<file path="src/rtl/resp_tx_arbiter_if.sv">
`default_nettype none
// ============================================================================
// Module      : resp_tx_arbiter_if
// Description : Bundle between the response sources, the UART response
//               transmitter and resp_tx_arbiter.
//               slave  - the arbiter side (consumes posts and tx_done,
//                        drives the strobe, byte and status vectors).
//               master - the environment side (requesters plus UART).
//               Signal names carry the arbiter's direction (i_ in, o_ out).
// Revision    : 1.0 - initial release
// ============================================================================
interface resp_tx_arbiter_if #(
    parameter int NUM_REQ = 3
) ();
    logic [NUM_REQ-1:0]   i_req;        // one-cycle post pulse per requester
    logic [8*NUM_REQ-1:0] i_req_data;   // byte i on [8i+7:8i]
    logic                 i_clr_ovf;    // clear all sticky overflow bits
    logic                 i_tx_done;    // UART transmit-complete level
    logic                 o_send_resp;  // one-cycle transmit strobe
    logic [7:0]           o_resp;       // byte being transmitted
    logic [NUM_REQ-1:0]   o_pend;       // byte queued or in flight
    logic [NUM_REQ-1:0]   o_done;       // one-cycle completion pulse
    logic [NUM_REQ-1:0]   o_ovf;        // sticky dropped-post flag
    logic                 o_busy;       // transfer in progress

    modport slave (
        input  i_req, i_req_data, i_clr_ovf, i_tx_done,
        output o_send_resp, o_resp, o_pend, o_done, o_ovf, o_busy
    );

    modport master (
        output i_req, i_req_data, i_clr_ovf, i_tx_done,
        input  o_send_resp, o_resp, o_pend, o_done, o_ovf, o_busy
    );
endinterface
`default_nettype wire

</file>
<file path="src/rtl/resp_tx_arbiter.sv">
`default_nettype none
// ============================================================================
// Module      : resp_tx_arbiter
// Description : Round-robin sharing of one UART response transmitter among
//               NUM_REQ byte sources. One pending byte per source, one
//               send_resp strobe per byte, per-source done pulse and sticky
//               overflow flag for dropped posts.
// Ports       : clk   - system clock
//               rst_n - asynchronous active-low reset
//               bus   - resp_tx_arbiter_if.slave (posts, UART handshake,
//                       status outputs)
// Revision    : 1.0 - initial release
// ============================================================================
module resp_tx_arbiter #(
    parameter int NUM_REQ = 3
) (
    input  wire logic        clk,
    input  wire logic        rst_n,
    resp_tx_arbiter_if.slave bus
);
    localparam int c_IW = (NUM_REQ > 1) ? $clog2(NUM_REQ) : 1;
    localparam logic [c_IW-1:0] c_LAST_RST = c_IW'(NUM_REQ - 1);

    typedef enum logic [1:0] {
        S_IDLE  = 2'd0,
        S_SEND  = 2'd1,
        S_GUARD = 2'd2,
        S_WAIT  = 2'd3
    } state_t;

    state_t             r_state;
    logic [c_IW-1:0]    r_last;
    logic [c_IW-1:0]    r_grant;
    logic               r_send;
    logic [7:0]         r_resp;
    logic [NUM_REQ-1:0] r_done;
    logic               r_busy;
    logic [NUM_REQ-1:0] r_pend;
    logic [NUM_REQ-1:0] r_ovf;
    logic [7:0]         r_data [NUM_REQ];

    logic               w_complete;
    logic [NUM_REQ-1:0] w_fin;
    logic [NUM_REQ-1:0] w_accept;
    logic [NUM_REQ-1:0] w_drop;
    logic [c_IW-1:0]    w_sel;
    logic [c_IW-1:0]    w_idx;
    logic               w_any;

    // The granted slot finishes in the WAIT cycle that sees tx_done.
    assign w_complete = (r_state == S_WAIT) && bus.i_tx_done;

    // A slot accepts a post when empty or when its byte finishes this very
    // cycle; any other post to an occupied slot is dropped.
    always_comb begin
        w_fin    = '0;
        w_accept = '0;
        w_drop   = '0;
        for (int i = 0; i < NUM_REQ; i++) begin
            w_fin[i]    = w_complete && (r_grant == c_IW'(i));
            w_accept[i] = bus.i_req[i] && (!r_pend[i] || w_fin[i]);
            w_drop[i]   = bus.i_req[i] && r_pend[i] && !w_fin[i];
        end
    end

    // Round-robin search starting after r_last. Scanning from the farthest
    // offset down to the nearest lets the nearest pending slot win; offset
    // NUM_REQ is r_last itself, which therefore has lowest priority.
    always_comb begin
        w_sel = r_last;
        w_any = 1'b0;
        w_idx = '0;
        for (int k = NUM_REQ; k >= 1; k--) begin
            w_idx = c_IW'((int'(r_last) + k) % NUM_REQ);
            if (r_pend[w_idx]) begin
                w_sel = w_idx;
                w_any = 1'b1;
            end
        end
    end

    // Per-slot storage: pending flag, byte, sticky overflow.
    always_ff @(posedge clk or negedge rst_n) begin
        if (!rst_n) begin
            r_pend <= '0;
            r_ovf  <= '0;
            for (int i = 0; i < NUM_REQ; i++) begin
                r_data[i] <= 8'h00;
            end
        end else begin
            for (int i = 0; i < NUM_REQ; i++) begin
                if (w_accept[i]) begin
                    r_data[i] <= bus.i_req_data[8*i +: 8];
                    r_pend[i] <= 1'b1;
                end else if (w_fin[i]) begin
                    r_pend[i] <= 1'b0;
                end
                // A drop in the same cycle as clr_ovf leaves the bit set.
                if (w_drop[i]) begin
                    r_ovf[i] <= 1'b1;
                end else if (bus.i_clr_ovf) begin
                    r_ovf[i] <= 1'b0;
                end
            end
        end
    end

    // Transfer sequencer. GUARD exists so a tx_done left high from the
    // previous frame is not mistaken for completion of this one.
    always_ff @(posedge clk or negedge rst_n) begin
        if (!rst_n) begin
            r_state <= S_IDLE;
            r_last  <= c_LAST_RST;
            r_grant <= '0;
            r_send  <= 1'b0;
            r_resp  <= 8'h00;
            r_done  <= '0;
            r_busy  <= 1'b0;
        end else begin
            r_send <= 1'b0;
            r_done <= '0;
            case (r_state)
                S_IDLE: begin
                    if (w_any) begin
                        r_grant <= w_sel;
                        r_last  <= w_sel;
                        r_resp  <= r_data[w_sel];
                        r_send  <= 1'b1;
                        r_busy  <= 1'b1;
                        r_state <= S_SEND;
                    end
                end
                S_SEND: begin
                    r_state <= S_GUARD;
                end
                S_GUARD: begin
                    r_state <= S_WAIT;
                end
                S_WAIT: begin
                    if (bus.i_tx_done) begin
                        r_done[r_grant] <= 1'b1;
                        r_busy          <= 1'b0;
                        r_state         <= S_IDLE;
                    end
                end
                default: begin
                    r_state <= S_IDLE;
                    r_busy  <= 1'b0;
                end
            endcase
        end
    end

    assign bus.o_send_resp = r_send;
    assign bus.o_resp      = r_resp;
    assign bus.o_pend      = r_pend;
    assign bus.o_done      = r_done;
    assign bus.o_ovf       = r_ovf;
    assign bus.o_busy      = r_busy;

endmodule
`default_nettype wire

</file>
<file path="src/flat_wrapper.sv">
// flat-port wrapper written by rule: the top's interface ports become plain ports
module resp_tx_arbiter_flat 
#(
    parameter int NUM_REQ = 3
)
  (clk, rst_n, bus_i_req, bus_i_req_data, bus_i_clr_ovf, bus_i_tx_done, bus_o_send_resp, bus_o_resp, bus_o_pend, bus_o_done, bus_o_ovf, bus_o_busy);
  resp_tx_arbiter_if #(.NUM_REQ(NUM_REQ)) bus_i ();
  input  wire logic clk;
  input  wire logic rst_n;
  input wire logic [$bits(bus_i.i_req)-1:0] bus_i_req;
  input wire logic [$bits(bus_i.i_req_data)-1:0] bus_i_req_data;
  input wire logic [$bits(bus_i.i_clr_ovf)-1:0] bus_i_clr_ovf;
  input wire logic [$bits(bus_i.i_tx_done)-1:0] bus_i_tx_done;
  output wire logic [$bits(bus_i.o_send_resp)-1:0] bus_o_send_resp;
  output wire logic [$bits(bus_i.o_resp)-1:0] bus_o_resp;
  output wire logic [$bits(bus_i.o_pend)-1:0] bus_o_pend;
  output wire logic [$bits(bus_i.o_done)-1:0] bus_o_done;
  output wire logic [$bits(bus_i.o_ovf)-1:0] bus_o_ovf;
  output wire logic [$bits(bus_i.o_busy)-1:0] bus_o_busy;
  assign bus_i.i_req = bus_i_req;
  assign bus_i.i_req_data = bus_i_req_data;
  assign bus_i.i_clr_ovf = bus_i_clr_ovf;
  assign bus_i.i_tx_done = bus_i_tx_done;
  assign bus_o_send_resp = bus_i.o_send_resp;
  assign bus_o_resp = bus_i.o_resp;
  assign bus_o_pend = bus_i.o_pend;
  assign bus_o_done = bus_i.o_done;
  assign bus_o_ovf = bus_i.o_ovf;
  assign bus_o_busy = bus_i.o_busy;
  resp_tx_arbiter #(.NUM_REQ(NUM_REQ)) u_core (.clk(clk), .rst_n(rst_n), .bus(bus_i));
endmodule
</file>
<file path="config.mk">
export PLATFORM = sky130hd
export DESIGN_NAME = resp_tx_arbiter_flat
export DESIGN_NICKNAME = d
export VERILOG_FILES = /design/src/rtl/resp_tx_arbiter_if.sv /design/src/rtl/resp_tx_arbiter.sv /design/src/flat_wrapper.sv
export SDC_FILE = /design/constraint.sdc
export NUM_CORES = 1
export LEC_CHECK = 0
export CORE_UTILIZATION = 54
export CTS_CLUSTER_SIZE = 12
export DETAILED_ROUTE_END_ITERATION = 10
export PLACE_DENSITY = 0.89
export SLEW_MARGIN = 5
export SYNTH_ARGS = -nofsm -noshare
export SYNTH_HDL_FRONTEND = slang
export SYNTH_SLANG_ARGS = --single-unit
</file>
<file path="constraint.sdc">
create_clock -name clk -period 4.3 [get_ports clk]
set_input_delay 1.29 -clock clk [delete_from_list [all_inputs] [get_ports clk]]
set_output_delay 1.29 -clock clk [all_outputs]
set_load 0.05 [all_outputs]
</file>
==> load_flow_metrics.sql <==
INSERT INTO impl_metrics (metric_group, metric, value, unit) VALUES
('outcome', 'outcome', 'complete, no violations', ''),
('routing', 'wl_per_cell', '15.4', 'µm'),
('global_route', 'grt.overflow.total', '0', ''),
('timing', 'worst_clock_skew', '0.00471', 'ns'),
('global_route', 'grt_pass1_wl', '7460', 'µm'),
('place', 'detailedPlacementHpwl', '3410', 'µm'),
('finish', 'antennaDiodeCount', '0', ''),
('routing', 'route.antenna.remaining_nets', '0', ''),
('synthesis', 'syn-num-nets', '244', ''),
('worst_hold_path', 'hp-class', 'reg2reg', ''),
('routing', 'via_density', '5.57', ''),
('power', 'leakagePower', '1.28', 'nW'),
('global_route', 'grt_pass1_vias', '1553', ''),
('place', 'place_congestion', '0.907', ''),
('global_route', 'maximum_number_of_pins_on_one_net_before_global_route_repair', '49', ''),
('cts', 'clock_tree.htree_level_count', '2', ''),
('timing', 'count_of_pins_over_their_slew_limit', '0', ''),
('routing', 'wirelength', '4680', 'µm'),
('floorplan', 'die_h', '67.8', 'µm'),
('setup_path', 'critPathRequiredTime', '4.50', 'ns'),
('power', 'max-vdd-ir-drop', '0.440', 'mV'),
('floorplan', 'fp.coreArea', '0.00409', 'mm²'),
('setup_path', 'worstSetupEndpointType', 'flip-flop', ''),
('floorplan', 'design.portCount', '50', ''),
('global_route', 'grt_util_met1', '32.2', '%'),
('cts', 'clk-insertion-delay-late', '0.31', 'ns'),
('routing', 'drt_first_iter_violations', '134', ''),
('timing', 'finalWorstPathRequiredPeriod', '3.22', 'ns'),
('cts', 'post_cts_hold_buffer_count', '0', ''),
('floorplan', 'initial_utilization', '57.3', '%'),
('synthesis', 'netlist_area', '0.00234', 'mm²'),
('global_route', 'grt_use_met2', '33.3', '%'),
('synthesis', 'yosysWarnings', '0', ''),
('global_route', 'grt_antenna_before_repair', '0', ''),
('synthesis', 'postSynthCellCount', '205', ''),
('timing', 'setup_total_negative_slack', '0', 'ns'),
('cts', 'clkSlewWorstSetupHoldPaths', '0.09', 'ns'),
('place', 'post-place-ws', '1.09', 'ns'),
('routing', 'drc', '0', ''),
('place', 'placement.io_buffers', '49', ''),
('global_route', 'grt_busiest_layer', 'met2', ''),
('floorplan', 'die-area', '0.00460', 'mm²'),
('cts', 'post_cts_setup_buffers', '0', ''),
('cts', 'cts_buffer_depth', '2', ''),
('finish', 'finalNetCount', '292', ''),
('power', 'areal_power_density_over_the_cells', '781', 'mW/mm²'),
('setup_path', 'worst-path-max-fanout', '23', ''),
('timing', 'post-route-period-util', '74.9', '%'),
('cts', 'cts_num_sinks', '48', ''),
('timing', 'tightest_slew', '1.04', 'ns'),
('cts', 'tritoncts_clock_tree', 'built', ''),
('global_route', 'grt_use_met3', '3.67', '%'),
('run', 'maxCapViolCount', '0', ''),
('cts', 'post_cts_resize_count', '0', ''),
('floorplan', 'die_width', '67.8', 'µm'),
('synthesis', 'synth.distinct_cells', '40', ''),
('timing', 'timing.final.hold_violations', '0', ''),
('timing', 'timing.final.setup_violations', '0', ''),
('synthesis', 'sequential_share_of_the_synthesized_area', '51.4', '%'),
('synthesis', 'synth_top_flop_cell', 'dfrtp_1', ''),
('synthesis', 'total_of_flip_flops_plus_latches_after_synthesis', '48', ''),
('setup_path', 'timing.setup.critical_path_class', 'reg2reg', ''),
('synthesis', 'synth_area_per_cell', '11.4', 'µm²'),
('cts', 'ctsRootBufferMaster', 'clkbuf_8', ''),
('setup_path', 'worstSetupStartpointType', 'flip-flop', ''),
('synthesis', 'post_synth_edffs', '0', ''),
('timing', 'max-slew-margin-rel', '30.7', '%'),
('timing', 'fmax', '0.310', 'GHz'),
('setup_path', 'worst_ep_arrival_time', '3.42', 'ns'),
('global_route', 'global_route.usage.total', '22.4', '%'),
('routing', 'first_pass_drt_iterations', '6', ''),
('finish', 'syn_to_final_growth', '24.6', '%'),
('routing', 'num_vias', '1693', ''),
('timing', 'postLayoutSetupSlackWorst', '1.08', 'ns'),
('floorplan', 'rows', '23', ''),
('cts', 'tritoncts.num_buffers', '5', ''),
('synthesis', 'asyncSetResetFlopFracSynth', '100', '%'),
('timing', 'grt_setup_unrepaired', 'no', ''),
('finish', 'layout-drive-gt1-share', '16.5', '%');
## synthesized netlist by cell type (3+ instances only)
master	number	area share, %
nor2_1	12	1.9
inv_1	14	2.2
o21ai_1	4	0.86
buf_4	5	1.6
mux2_2	24	12
ha_1	8	4.3
o21ai_0	4	0.86
a211oi_1	8	2.6
a21boi_0	8	2.6
mux2i_1	4	1.7
nand2_1	22	3.5
nand2b_1	3	0.80
dfrtp_1	47	50
o22ai_1	3	0.80
o31ai_1	9	2.9
## flip-flops by register name, indices dropped and copies added, names as in the netlist
register and count:
u_core.r_last 1, u_core.bus.o_ovf 3, u_core.bus.o_done 3, u_core.r_state 2, u_core.r_data 24, u_core.bus.o_pend 3, u_core.r_grant 2, u_core.bus.o_busy 1
u_core.bus.o_send_resp 1, u_core.bus.o_resp 8
## metrics by stage
step | util, % | power [mW] | cells | hold WS [ns] | area (µm²)
6_report | 71.4 | 2.28 | 304 | 0.480 | 2920
3_5_place_dp | 69.3 | 2.01 | 296 | 0.466 | 2830
3_3_place_gp | 69.3 | 1.97 | 296 | 0.471 | 2830
5_1_grt | 71.4 | 2.43 | 304 | 0.510 | 2920
2_1_floorplan | - | 1.72 | 205 | 0.444 | 2340
4_1_cts | 71.4 | 2.28 | 304 | 0.487 | 2920
## layer usage
metal,share of wire [%],vias up
met2,48,47
li1,-,816
met3,4.5,10
met4,2.3,0
met5,0,-
met1,45,820
## cell type report
class	count	area, µm²
Timing Repair Buffer	49	485
Fill cell	292	1170
Clock buffer	5	68.8
Sequential cell	48	1200
Inverter	14	52.6
Multi-Input combinational cell	135	1030
Tap cell	50	62.6
Clock inverter	3	18.8
## worst max-delay path: stages (launching register included)
cell and delay [ns]:
dfrtp_1 0.48, inv_1 0.14, ha_1 0.42, mux2i_1 0.36
o22ai_2 0.18, nor4_1 0.47, nand2b_1 0.70, inv_1 0.15
o21ai_1 0.15, nand2_1 0.07
## kinds of logic (layout without fill, tap and decap cells)
family | after synthesis | after routing | share of synthesized area [%]
muxes | 29 | 29 | 13.7
buffers and inverters | 22 | 71 | 4.76
and+or+nand+nor | 53 | 53 | 11.8
adders and majority gates | 8 | 8 | 4.28
AOI/OAI and AO/OA | 45 | 45 | 14.1
DFF | 48 | 48 | 51.4
## layout by cell type, fill, tap and decap left out, types with 3 or more instances in the layout
cell type,n
o21ai_1,4
o21ai_0,4
a21boi_0,8
mux2_2,24
ha_1,8
clkbuf_8,5
o31ai_1,9
dfrtp_1,47
clkdlybuf4s50_1,48
nand2b_1,3
nor2_1,12
mux2i_1,4
inv_1,14
o22ai_1,3
a211oi_1,8
nand2_1,22
## power by group
part           switching [mW]  total, mW  internal [mW]
Sequential              0.118      0.767          0.648
Clock                   0.154      0.268          0.114
Combinational           0.752       1.24          0.492
Total                    1.02       2.28           1.25
## path summary, 6_finish.rpt
kind,from,end,slack (ns),depth (start not counted)
worst max-delay path,u_core.r_grant[0],u_core.bus.o_busy,1.08,9
worst min-delay path,u_core.bus.o_resp[0],u_core.bus.o_resp[0],0.48,2
worst max register to register,u_core.r_grant[0],u_core.bus.o_busy,1.08,9
worst min register to register,u_core.bus.o_resp[0],u_core.bus.o_resp[0],0.48,2
max in group asynchronous,rst_n,u_core.r_data[10],2.49,1
min in group asynchronous,rst_n,u_core.bus.o_send_resp,1.16,1
Power figures use the tool's default switching activity.
==> patch 1, RTL diff (same flow settings) <==
Encoding of `state_t`: now one-hot (4 bits for 4 states).
--- a/src/rtl/resp_tx_arbiter.sv
+++ b/src/rtl/resp_tx_arbiter.sv
@@ -23,7 +23,7 @@
 
-    typedef enum logic [1:0] {
-        S_IDLE  = 2'd0,
-        S_SEND  = 2'd1,
-        S_GUARD = 2'd2,
-        S_WAIT  = 2'd3
+    typedef enum logic [3:0] {
+        S_IDLE  = 4'b0001,
+        S_SEND  = 4'b0010,
+        S_GUARD = 4'b0100,
+        S_WAIT  = 4'b1000
     } state_t;
Function: same outputs for any inputs over 4 cycles, from zero or initial values and one cycle with rst_n low; so few cycles prove little.
==> patch 1 against the original RTL <==
Power grew 12%. Critical endpoint is now u_core.bus.o_resp[6]$_DFFE_PN0P_. Global-route usage is 2.7 points higher. Highest routed layer unchanged. Worst setup slack improved by 0.18 ns. Critical path type unchanged. Final area is 11% higher. Synthesized area rose by 14%. Die area up 14%. Sequential cell count up 2. Routed wire length is 27% higher.
==> patch 1: results <==
[drt]
finalWirelength_um = 5950
drt_iter0_drc = 177

[synthesis]
synth_compound_area_share_pct = 18.8
synthTopCellsByArea = "dfrtp_1 45%, mux2_4 9.6%, a41oi_2 4.9%"
yosys-top-cells-count = "48 x dfrtp_1, 17 x mux2_4, 17 x nand4_1"
synth_seq_cells = 50
ys_seq_area_share_pct = 47.0
ys_types = 52
muxShareOfSynthArea_pct = 13.7

[final_layout]
nNetsFinal = 290
fillers = 365
multi_input_area_share_pct = 39.2
final-clk-cell-share_pct = 3.40
drive_gt1_share_pct = 22.7
stdcell_count = 323

[global_route]
grt_usage_pct = 25.1
grtUsageMet1_pct = 33.9
use_met3_pct = 4.44
met2_usage_pct = 41.3

[setup_path]
arrival_ns = 3.20
rrSetupSlack_ns = 1.25
crit_path_max_fanout = 13
crit_end = "u_core.bus.o_resp[6]$_DFFE_PN0P_"

[sta]
fin_skew_ns = 0.00692
holdWs_ns = 0.512
slew-limit-headroom_pct = 30.1

[placement]
hpwlAfterDp_um = 4320
gp_congestion = 0.811

[outcome]
outcome = "finished clean"

[hold_path]
whs_endpoint = "u_core.r_data[16]$_DFFE_PN0P_"

[pwr]
vdd_ir_drop_max_mv = 0.421
-- patch 1: cell types whose count changed after synthesis, moves of 4 or more --
cell      unedited run  this run
o31ai_1              9         0
o211ai_1             1        10
a41oi_2              0         8
nand4_1              0        17
mux2_1               1         8
mux2_2              24         0
nand2_1             22         6
a21boi_0             8         0
a211oi_1             8         0
buf_6                1         8
ha_1                 8         4
inv_1               14         8
mux2_4               0        17
-- patch 1: per-layer routing --
metal / routed length, um / part of all wire (%)
met1: 2560 / 43
met2: 3080 / 52
met3: 232 / 3.9
met4: 85 / 1.4
met5: 0 / 0
-- patch 1: stage by stage --
stage / area, um^2 / total power, W / utilization [%] / worst slack (ns)
after CTS: 3240 / 0.00255 / 68.2 / 1.30
after global placement: 3130 / 0.00214 / 65.9 / 1.12
after floorplan: 2670 / 0.00193 / - / 1.89
after detailed placement: 3130 / 0.00220 / 65.9 / 1.01
after global routing: 3240 / 0.00270 / 68.2 / 1.01
final: 3240 / 0.00256 / 68.2 / 1.25
-- patch 1: worst register-to-register path, cell delays in order, from the launching register on --
cell	delay (ns)
dfrtp_1	0.60
inv_2	0.15
ha_1	0.61
mux2i_1	0.24
o22a_1	0.46
nand4_1	0.40
nand4_1	0.29
a41oi_2	0.14
-- patch 1: cells by family (layout without fill, tap and decap cells) --
| family | after synthesis | after routing |
|---|---|---|
| compound gates | 49 | 49 |
| fa+ha+maj | 4 | 4 |
| buf+inv | 20 | 67 |
| flops | 50 | 50 |
| mux | 27 | 27 |
| simple gates | 59 | 59 |
-- patch 1: report_power, final --
part	internal, W	switching (W)
sequential	0.000654	0.000143
clock	0.000174	0.000156
combinational	0.000547	0.000884
total	0.00137	0.00118
==> patch 2, RTL diff (config.mk and constraints unchanged) <==
Made on the original files. `NUM_REQ` is set to 3 in 3 places; all go to 5.
--- a/src/rtl/resp_tx_arbiter_if.sv
+++ b/src/rtl/resp_tx_arbiter_if.sv
@@ -12,3 +12,3 @@
 interface resp_tx_arbiter_if #(
-    parameter int NUM_REQ = 3
+    parameter int NUM_REQ = 5
 ) ();
--- a/src/rtl/resp_tx_arbiter.sv
+++ b/src/rtl/resp_tx_arbiter.sv
@@ -14,3 +14,3 @@
 module resp_tx_arbiter #(
-    parameter int NUM_REQ = 3
+    parameter int NUM_REQ = 5
 ) (
--- a/src/flat_wrapper.sv
+++ b/src/flat_wrapper.sv
@@ -3,3 +3,3 @@
 #(
-    parameter int NUM_REQ = 3
+    parameter int NUM_REQ = 5
 )
Ports: changed (5 resized); port bits go from 50 to 74. The function was not compared with the original's and may differ.
==> patch 2 against the original RTL <==
The flow now finishes with violations (negative setup slack). Critical path depth grew 9. Final area is 150% higher. Sequential cell count rose by 23. Worst setup slack got worse by 1.3 ns. Synthesized area increased by 120%. Routed wire length increased to 3.9 times the old value. Largest cell class is now multi-input combinational cells.
Power is not shown: default switching activity piles up to over one toggle a cycle in this logic, so the estimate is an artifact.
==> patch 2: results <==
[outcome]
outcome = "finished with violations"
violations = "negative setup slack"

[clock_network]
cts_resized = 18
clk_latency_ns = 0.37
cts_buffers = 9
post-cts-setup-buffers = 11
htree_num_levels = 3

[synthesis]
ys_types = 87
syn_avg_cell_area_um2 = 10.4
synth_fp_nets = 573
synth_adder_area_share_pct = 8.47
muxShareOfSynthArea_pct = 17.2
yosys-top-cells-count = "70 x dfrtp_1, 44 x mux2_2, 33 x ha_1"
synth_compound_area_share_pct = 18.8
ys_seq_area_share_pct = 34.8

[setup_path]
arrival_ns = 4.75
cp-startpoint = "u_core.r_grant[1]$_DFFE_PN0P_"
reg2reg_depth = 18
worstSetupPathType = "reg -> reg"
reg2reg_to = "u_core.bus.o_resp[1]$_DFFE_PN0P_"
critical_path.max_stage_delay_ns = 0.46
rr_startpoint = "u_core.r_grant[1]$_DFFE_PN0P_"
crit_top_cell = "buf_4"
crit_path_max_fanout = 6
crit_slowest_cell = "dfrtp_2"
cp_top_family = "compound AO/OA/AOI/OAI gates"

[global_route]
grt_usage_pct = 32.6
grt_pass1_wl_um = 24700
grt_start_max_net_pins = 45
first_global_vias = 4788
antenna_found_initial = 0

[placement]
post-place-ws_ns = -0.244
hpwlAfterDp_um = 10800
placed_area_um2 = 6390
dp.cells = 707
gp_congestion = 0.957
port_buffers = 73

[final_layout]
drive_gt1_share_pct = 37.0
nNetsFinal = 722
largest_reg_flops = 40
fillers = 499

[drt]
wl_met3_um = 1570
post_drt_wl_per_cell_um = 24.2
met2RoutedLength_um = 9130
met1Wirelength_um = 6310
finalWirelength_um = 18300
viasPerCell = 6.65
drt_iter0_drc = 507

[sta]
setup_violations = 8
fin_skew_ns = 0.0116
slew-limit-headroom_pct = 33.6
holdWs_ns = 0.505
fin_setup_tns_ns = -1.36
worst_slack_ns = -0.254
patch 2: cell types whose count changed after synthesis, sizes merged, moves of 15 or more:
cell | unedited run | this run
mux2i | 4 | 27
mux2 | 25 | 44
a21oi | 3 | 21
dfrtp | 47 | 70
clkbuf | 0 | 15
ha | 8 | 33
patch 2: final cells by class:
type                       count  area [um^2]  share of cell area [%]
clock inverter                 6         75.1                    1.05
timing repair buffer         163         1460                    20.4
clock buffer                  10          138                    1.92
sequential                    71         1780                    24.8
tap                          111          139                    1.93
multi-input combinational    365         3470                    48.3
inverter                      29          121                    1.69
patch 2: kinds of logic after synthesis:
group,count (synthesis)
compound gates,124
xor+xnor,10
fa+ha+maj,34
buf+inv,54
flops,71
mux,76
simple gates,121
patch 2: worst min-delay path by stage:
stage                                          from                               to  cells past startpoint
global route        u_core.bus.o_ovf[3]$_DFFE_PN0P_  u_core.bus.o_ovf[3]$_DFFE_PN0P_                      1
CTS                 u_core.bus.o_ovf[3]$_DFFE_PN0P_  u_core.bus.o_ovf[3]$_DFFE_PN0P_                      1
detailed placement  u_core.bus.o_ovf[3]$_DFFE_PN0P_  u_core.bus.o_ovf[3]$_DFFE_PN0P_                      1
global placement    u_core.bus.o_ovf[2]$_DFFE_PN0P_  u_core.bus.o_ovf[2]$_DFFE_PN0P_                      1
floorplan             u_core.r_data[32]$_DFFE_PN0P_    u_core.r_data[32]$_DFFE_PN0P_                      1
finish              u_core.bus.o_ovf[3]$_DFFE_PN0P_  u_core.bus.o_ovf[3]$_DFFE_PN0P_                      1
patch 2: per-layer routing:
layer  up-vias  track usage, %
met1      2417            36.5
met2       365            59.7
li1       2126               -
met3       111            5.41
met4         0            16.3
met5         -               0
